**config.mk**
```make
export PLATFORM = sky130hd
export DESIGN_NAME = maindec
export DESIGN_NICKNAME = d
export VERILOG_FILES = /design/src/rtl/maindec_pkg.sv /design/src/rtl/maindec.sv
export SDC_FILE = /design/constraint.sdc
export NUM_CORES = 1
export LEC_CHECK = 0
export ABC_AREA = 1
export CORE_AREA = 5 5 44 46
export CTS_CLUSTER_SIZE = 30
export DETAILED_ROUTE_END_ITERATION = 7
export DIE_AREA = 0 0 49 51
export PLACE_DENSITY = 0.71
export SLEW_MARGIN = 25
export SYNTH_ARGS = -nofsm -noshare
export SYNTH_HDL_FRONTEND = slang
export SYNTH_SLANG_ARGS = --single-unit
export TNS_END_PERCENT = 5
```
**constraint.sdc**
```tcl
create_clock -name clk -period 0.8 [get_ports clk]
set_input_delay 0.12 -clock clk [delete_from_list [all_inputs] [get_ports clk]]
set_output_delay 0.12 -clock clk [all_outputs]
set_load 0.03 [all_outputs]
```
**src/rtl/maindec_pkg.sv**
```systemverilog
// Shared opcode/funct constants and control-field encodings for the main decoder.
package maindec_pkg;

    localparam logic [5:0] OP_RTYPE = 6'b000000;
    localparam logic [5:0] OP_LW    = 6'b000001;
    localparam logic [5:0] OP_SW    = 6'b000010;
    localparam logic [5:0] OP_ADDI  = 6'b000011;
    localparam logic [5:0] OP_SUBI  = 6'b000100;
    localparam logic [5:0] OP_BEQ   = 6'b000101;
    localparam logic [5:0] OP_J     = 6'b000111;
    localparam logic [5:0] OP_JAL   = 6'b001000;

    localparam logic [5:0] FUNCT_JR = 6'b001000;

    typedef enum logic [1:0] {
        JUMP_SEQ = 2'b00,
        JUMP_TGT = 2'b01,
        JUMP_REG = 2'b10
    } jump_e;

    typedef enum logic [1:0] {
        REGDST_RT  = 2'b00,
        REGDST_RD  = 2'b01,
        REGDST_R31 = 2'b10
    } regdst_e;

    typedef enum logic [1:0] {
        WB_ALU = 2'b00,
        WB_MEM = 2'b01,
        WB_PC4 = 2'b10
    } memtoreg_e;

    typedef enum logic [1:0] {
        ALU_ADD   = 2'b00,
        ALU_SUB   = 2'b01,
        ALU_FUNCT = 2'b10
    } aluop_e;

    typedef struct packed {
        memtoreg_e memtoreg;
        logic      memwrite;
        logic      branch;
        logic      alusrc;
        regdst_e   regdst;
        logic      regwrite;
        jump_e     jump;
        aluop_e    aluop;
    } ctrl_t;

endpackage

```
**src/rtl/maindec.sv**
```systemverilog
// Main control decoder: combinational opcode/funct decode into one registered control bank.
module maindec
    import maindec_pkg::*;
#(
    parameter int N = 32
) (
    input  logic       clk,
    input  logic       rst_n,
    input  logic [5:0] op,
    input  logic [5:0] funct,
    output logic [1:0] memtoreg,
    output logic       memwrite,
    output logic       branch,
    output logic       alusrc,
    output logic [1:0] regdst,
    output logic       regwrite,
    output logic [1:0] jump,
    output logic [1:0] aluop
);

    ctrl_t ctrl_d;
    ctrl_t ctrl_q;

    // N only exists so datapath instantiations can pass their width through.
    if (N < 1) begin : g_width_unused
    end

    // Unknown or unassigned opcodes (including X/Z bits) fall to the all-zero NOP.
    always_comb begin
        ctrl_d = '0;
        case (op)
            OP_RTYPE: begin
                if (funct == FUNCT_JR) begin
                    ctrl_d.jump = JUMP_REG;
                end else begin
                    ctrl_d.regwrite = 1'b1;
                    ctrl_d.regdst   = REGDST_RD;
                    ctrl_d.aluop    = ALU_FUNCT;
                end
            end
            OP_LW: begin
                ctrl_d.regwrite = 1'b1;
                ctrl_d.alusrc   = 1'b1;
                ctrl_d.memtoreg = WB_MEM;
            end
            OP_SW: begin
                ctrl_d.memwrite = 1'b1;
                ctrl_d.alusrc   = 1'b1;
            end
            OP_ADDI: begin
                ctrl_d.regwrite = 1'b1;
                ctrl_d.alusrc   = 1'b1;
            end
            OP_SUBI: begin
                ctrl_d.regwrite = 1'b1;
                ctrl_d.alusrc   = 1'b1;
                ctrl_d.aluop    = ALU_SUB;
            end
            OP_BEQ: begin
                ctrl_d.branch = 1'b1;
                ctrl_d.aluop  = ALU_SUB;
            end
            OP_J: begin
                ctrl_d.jump = JUMP_TGT;
            end
            OP_JAL: begin
                ctrl_d.jump     = JUMP_TGT;
                ctrl_d.regwrite = 1'b1;
                ctrl_d.regdst   = REGDST_R31;
                ctrl_d.memtoreg = WB_PC4;
            end
            default: ctrl_d = '0;
        endcase
    end

    always_ff @(posedge clk) begin
        if (!rst_n) begin
            ctrl_q <= '0;
        end else begin
            ctrl_q <= ctrl_d;
        end
    end

    assign memtoreg = ctrl_q.memtoreg;
    assign memwrite = ctrl_q.memwrite;
    assign branch   = ctrl_q.branch;
    assign alusrc   = ctrl_q.alusrc;
    assign regdst   = ctrl_q.regdst;
    assign regwrite = ctrl_q.regwrite;
    assign jump     = ctrl_q.jump;
    assign aluop    = ctrl_q.aluop;

endmodule

```
==> out/summary.md, run 1 <==
Drt
• 0 — number of nets with antenna violations after detailed routing
• 4 — First-pass DRT Iterations
• 0 — detailed-route DRC error count
• 10.6 microns — detail-routed net length per standard cell
• 9 — Starting DRT DRC Count
• 4.43 — Vias per Instance
• 465 — overall via count from detail_route
• 1110 microns — total routed wirelength

Place
• 25 — Port Buffers
• 0.708 — final weighted congestion in routability-driven placement
• 791 microns — detailed placement HPWL

Global routing
• 9 — maximum number of pins on one net before global-route repair
• 9.60% — total track usage
• 0 — initial antenna violation count
• 1810 microns — global-route wire length before repair
• 0 — grt ovf
• 430 — number of global-route vias before repair

STA
• 1.17 GHz — Fmax
• yes — unrepaired setup endpoints after global routing
• -0.0523 ns — final worst slack
• -0.428 ns — sum of negative setup slack
• 0.239 ns — slew at the pin closest to its max-slew limit
• 13 — final setup violating endpoints
• 0 — number of endpoints with negative hold slack in the final report
• 0 — total count of max-transition violations in the final report
• 0.852 ns — min cycle time layout
• 83.9% — worst rel slew slack
• 107% — fraction of the cycle the final worst path needs

Min path
• 2 — Hold Path Stages
• input pin to flop — path class of the lowest-slack min-delay path

Power
• 0.000673 V — maximum resistive drop on vdd
• 0.382 nW — Static Leakage
• 1370 mW/mm^2 — PwrDens
• 0.00109 W — total power after layout

Die
• 26 — Top-Level Pins
• 0.00250 sq mm — die area
• 0.00147 sq mm — core box area
• 14 — floorplan row count
• 49 microns — width of the chip
• 31.0% — effective utilization at floorplan
• 51 microns — height of the die

Synth
• 71 — syn_nets
• 57 — Synth Instances
• 0 — Syn. warnings
• 455 sq um — mapped cell area
• 7.99 sq um — syn avg cell area
• 11 — flops & latches, synth
• 48.4% — share of synthesized area occupied by flip-flops and latches
• 16 — library cells used by synthesis

Clock network
• 0 — CTS Hold Buffers Added
• 3 — number of buffers created by CTS
• sky130_fd_sc_hd__clkbuf_4 — root buf cell
• 11 — Sink Count
• 0.06 ns — Clock Pin Slew Worst Setup and Hold Paths
• 2 — Clock Tree Buf Depth
• 1 — number of H-tree branching levels
• done — clock tree from TritonCTS

Layout
• 104 — net count of the finished layout
• 0 — number of antenna diodes
• 53.9% — fraction of layout instances using a drive strength above 1
• 152 — number of fillers in the final layout
• 75.0% — layout overhead on the synthesized area

Status
• complete, but fails checks — result of the run
• setup timing — violations in the final reports

Run
• 0 — max capacitance violation total

Critical path
• 0.96 ns — data required time of the critical path
• input pin — Critical Path Start Type
• input pin to flop — critical path class
• flop — CP Capture Type
• 2 — critical path fanouts, max
• 1.01 ns — arrival time worst endpoint

## cell usage in the layout (no fill, tap or decap)
| cell type | n |
|---|---|
| sky130_fd_sc_hd__buf_6 | 13 |
| sky130_fd_sc_hd__nor2_1 | 12 |
| sky130_fd_sc_hd__dfxtp_2 | 11 |
| sky130_fd_sc_hd__nor2_2 | 5 |
| sky130_fd_sc_hd__nand2_1 | 5 |
| sky130_fd_sc_hd__clkdlybuf4s50_1 | 5 |
| sky130_fd_sc_hd__nand3_1 | 4 |
| sky130_fd_sc_hd__dlygate4sd2_1 | 4 |
| sky130_fd_sc_hd__inv_2 | 3 |
| sky130_fd_sc_hd__inv_1 | 3 |
| sky130_fd_sc_hd__nand3_2 | 3 |
| sky130_fd_sc_hd__clkbuf_4 | 3 |
| sky130_fd_sc_hd__clkbuf_2 | 3 |
| sky130_fd_sc_hd__buf_4 | 3 |
| sky130_fd_sc_hd__nor2_4 | 2 |
| sky130_fd_sc_hd__nand2_2 | 2 |
| sky130_fd_sc_hd__nor4_1 | 2 |
| sky130_fd_sc_hd__clkinv_1 | 1 |
| sky130_fd_sc_hd__a21oi_1 | 1 |
| sky130_fd_sc_hd__nor3_1 | 1 |
| sky130_fd_sc_hd__nand4_1 | 1 |
| sky130_fd_sc_hd__clkbuf_1 | 1 |
| sky130_fd_sc_hd__dlymetal6s2s_1 | 1 |
## kinds of logic (layout without fill, tap and decap cells)
group | count (synthesis) | after routing | share of synthesized area [%]
AND/OR/NAND/NOR | 37 | 37 | 43.1
AO/OA/AOI/OAI | 1 | 1 | 1.10
buffers and inverters | 8 | 40 | 7.42
flip-flops | 11 | 11 | 48.4
## synth_stat cells (all sizes together)
library cell	number	area share, %
a21oi	1	1.1
buf	1	1.6
clkinv	1	0.82
dfxtp	11	48
inv	6	4.9
nand2	7	6.3
nand3	7	11
nand4	1	1.4
nor2	19	21
nor3	1	1.1
nor4	2	2.7
## timing repair
action / CTS / global route
setup endpoints to repair: 23 / 17
gates resized for setup: 30 / 10
pin swaps: 9 / 4
buffers inserted: 0 / 2
## area by class of cell
| type | count | area (sq um) | area share (%) |
|---|---|---|---|
| clock buffers | 4 | 26.3 | 3.30 |
| well taps | 16 | 20.0 | 2.51 |
| multi-input cells | 38 | 209 | 26.2 |
| inverters | 7 | 26.3 | 3.30 |
| flip-flops and latches | 11 | 234 | 29.4 |
| repair buffers | 29 | 282 | 35.3 |
## layer usage
metal	track usage [%]	wire [microns]	share of wire, %	up-vias
met3	2.03	84	7.5	5
met2	17.8	575	52	19
met4	8.07	35	3.1	0
met1	8.93	418	38	195
met5	0	0	0	-
li1	-	-	-	246
## final timing paths
check | startpoint | to | slack (ns)
min | op[1] | aluop[0] | 0.10
max | funct[4] | regwrite | -0.05
## report_power, final
| part | total, W | internal, W | switching (W) |
|---|---|---|---|
| logic | 0.000171 | 0.0000846 | 0.0000861 |
| clock network | 0.000362 | 0.000193 | 0.000169 |
| registers | 0.000556 | 0.000553 | 0.00000233 |
| total | 0.00109 | 0.000831 | 0.000257 |
## registers in the layout (all words and copies together) (netlist names)
signal and flops:
regdst 1, regwrite 1, branch 1, aluop 2
memtoreg 2, memwrite 1, jump 2, alusrc 1
## per-stage QoR
stage / setup slack, ns / utilization [%] / hold slack, ns / instances / area (sq um)
after floorplan: 0.0959 / - / 0.197 / 57 / 457
after global placement: -0.474 / 47.9 / 0.549 / 99 / 704
after detailed placement: -0.500 / 47.9 / 0.549 / 99 / 704
after CTS: -0.0618 / 53.1 / 0.268 / 103 / 782
after global routing: -0.103 / 54.2 / 0.0875 / 105 / 797
final: -0.0523 / 54.2 / 0.104 / 105 / 797
## worst max-delay path: stages
cell and delay [ns]:
sky130_fd_sc_hd__clkdlybuf4s50_1 0.41, sky130_fd_sc_hd__nor2_2 0.12, sky130_fd_sc_hd__nand3_2 0.09, sky130_fd_sc_hd__nand2_2 0.07
sky130_fd_sc_hd__nand2_1 0.06, sky130_fd_sc_hd__nor2_1 0.10, sky130_fd_sc_hd__nor2_1 0.05
No activity file was read; power rests on OpenSTA's default activity.
==> run 2: changes to the inputs <==
GPL_TIMING_DRIVEN = 0   (was default)
==> run 2 against run 1 <==
Clock-buffer cell count unchanged. Via count decreased by 1.5%. Final cell count fell by 2.9%. The flow still finishes with violations (setup timing). First-iteration DRC count shrank 56%. Core utilization is 0.51 points higher. Clock power about the same. Die area did not move. Total power down 1.4%. Non-clock buffer count fell by 3.
==> out/summary.md, run 2 (synthesized netlist as in run 1, its figures left out) <==
Status
• complete, but fails checks — result of the run
• setup timing — violations in the final reports

STA
• 0.203 ns — slew at the pin closest to its max-slew limit
• yes — unrepaired setup endpoints after global routing
• 1.08 GHz — Fmax
• 116% — fraction of the cycle the final worst path needs
• 0.926 ns — min cycle time layout
• 86.3% — worst rel slew slack
• -0.126 ns — final worst slack
• 0 — number of endpoints with negative hold slack in the final report
• 13 — final setup violating endpoints
• 0 — total count of max-transition violations in the final report

Place
• 25 — Port Buffers
• 98 — Cell Count Post-Placement
• 882 microns — detailed placement HPWL
• 0.715 — final weighted congestion in routability-driven placement
• 727 sq um — dpl cell area

Clock network
• 0 — CTS Hold Buffers Added
• 0.07 ns — Clock Pin Slew Worst Setup and Hold Paths
• 11 — Sink Count
• 1 — number of H-tree branching levels
• 2 — Clock Tree Buf Depth
• sky130_fd_sc_hd__clkbuf_4 — root buf cell
• done — clock tree from TritonCTS
• 3 — number of buffers created by CTS
• 0 — Setup Buffers After CTS

Power
• 23.8% — switching fraction of total power
• 1330 mW/mm^2 — PwrDens
• 33.7% — fraction of power consumed by the clock network
• 0.414 nW — Static Leakage
• 0.000474 V — maximum resistive drop on vdd
• 51.8% — power share of the sequential group
• 0.000256 W — power spent charging and discharging nets
• 14.6% — power share of the combinational group
• 0.000817 W — Internal Power

Drt
• 1060 microns — total routed wirelength
• 4.49 — Vias per Instance
• 10.4 microns — detail-routed net length per standard cell
• 0 — number of nets with antenna violations after detailed routing
• 0 — detailed-route DRC error count
• 4 — Starting DRT DRC Count
• 458 — overall via count from detail_route
• 4 — First-pass DRT Iterations

Critical path
• buf_6 -> buf_6 — cell breakdown of the critical path
• 0.81 ns — arrival time worst endpoint
• flop to primary output — critical path class
• flop — Critical Path Start Type
• sky130_fd_sc_hd__dfxtp_2 — slowest cell on the critical path
• 2 — number of buffer and inverter instances along the worst setup path
• 0.32 ns — longest individual stage delay on the worst path
• flip-flops — family with the most delay on the worst path
• primary output — CP Capture Type
• sky130_fd_sc_hd__buf_6 — cell occurring most often along the worst timing path
• 2 — critical path fanouts, max
• 0.68 ns — data required time of the critical path

Layout
• 53.5% — fraction of layout instances using a drive strength above 1
• sky130_fd_sc_hd__buf_6, sky130_fd_sc_hd__nor2_1, sky130_fd_sc_hd__dfxtp_2 — commonest cells after routing, fill and taps aside
• 102 — number of non-filler instances in the completed layout
• 76.6% — layout overhead on the synthesized area
• 148 — number of fillers in the final layout
• sky130_fd_sc_hd__buf_6 — most common cell after layout, fill and taps aside
• 101 — net count of the finished layout
• 805 sq um — final cell area excluding filler cells
• 0 — number of antenna diodes

Min path
• jump[1] — worst hold endpoint
• input pin to flop — path class of the lowest-slack min-delay path
• funct[5] — source of the worst hold timing path
• 4 — Hold Path Stages

Die
• 26 — Top-Level Pins
• 0.00250 sq mm — die area
• 51 microns — height of the die
• 14 — floorplan row count
• 0.00147 sq mm — core box area
• 49 microns — width of the chip
• 31.0% — effective utilization at floorplan

Global routing
• 0 — initial antenna violation count
• 0 — grt ovf
• 10 — maximum number of pins on one net before global-route repair
• 407 — number of global-route vias before repair
• 1680 microns — global-route wire length before repair
• 8.89% — total track usage

Run
• 0 — max capacitance violation total

[run 2: cell count changes in the layout (fill, tap and decap cells not counted), moves of 2 or more]
| cell | previous run | this run |
|---|---|---|
| sky130_fd_sc_hd__clkbuf_2 | 3 | 0 |
| sky130_fd_sc_hd__clkdlybuf4s50_1 | 5 | 1 |
| sky130_fd_sc_hd__buf_4 | 3 | 0 |
| sky130_fd_sc_hd__dlygate4sd2_1 | 4 | 6 |
| sky130_fd_sc_hd__dlymetal6s2s_1 | 1 | 6 |
[run 2: power groups by stage]
stage | Sequential [W] | Combinational (W) | Clock (W)
after floorplan | 0.000578 | 0.0000549 | 0
after global placement | 0.000566 | 0.000161 | 0
after detailed placement | 0.000567 | 0.000164 | 0
after CTS | 0.000555 | 0.000157 | 0.000378
after global routing | 0.000556 | 0.000170 | 0.000409
final | 0.000556 | 0.000157 | 0.000361
[run 2: worst min-delay path, delay by kind of cell]
| family | cells | cell delay (ns) |
|---|---|---|
| buffers and inverters | 1 | 0.08 |
| and+or+nand+nor | 3 | 0.18 |
[run 2: worst max path at each step]
stage	start	endpoint	slack [ns]	cells after the start
CTS	aluop[1]	regdst[0]	-0.14	2
global route	aluop[1]	regdst[0]	-0.17	2
detailed placement	op[1]	regwrite	-0.50	8
finish	aluop[1]	regdst[0]	-0.13	2
floorplan	aluop[1]	regdst[0]	0.1	1
global placement	op[1]	regwrite	-0.49	6
[run 2: final cells by class]
cell class / instances / area, sq um / area share [%]
tap: 16 / 20.0 / 2.49
multi-input combinational: 38 / 220 / 27.4
clock buffer: 4 / 26.3 / 3.27
sequential: 11 / 234 / 29.1
buffer: 1 / 11.3 / 1.40
timing repair buffer: 25 / 267 / 33.1
inverter: 7 / 26.3 / 3.27
[run 2: metal layers]
metal	track usage (%)	vias to the layer above	part of all wire [%]
li1	-	239	-
met3	4.07	4	11
met1	8.10	191	36
met5	0	-	0
met2	16.1	24	52
met4	5.38	0	1.1
[run 2: stage by stage]
stage	setup WS, ns	total power [W]	hold slack (ns)	util [%]	setup TNS (ns)
2_1_floorplan	0.0959	0.000633	0.197	-	0
4_1_cts	-0.139	0.00109	0.277	52.8	-0.701
3_3_place_gp	-0.492	0.000727	0.728	49.4	-7.51
5_1_grt	-0.167	0.00113	0.166	54.7	-0.992
6_report	-0.126	0.00107	0.150	54.7	-0.462
3_5_place_dp	-0.499	0.000731	0.732	49.4	-7.96
[run 2: repair_timing]
item	in CTS	in global routing
setup endpoints to repair	23	18
resized for setup	101	11
pin swaps	3	9
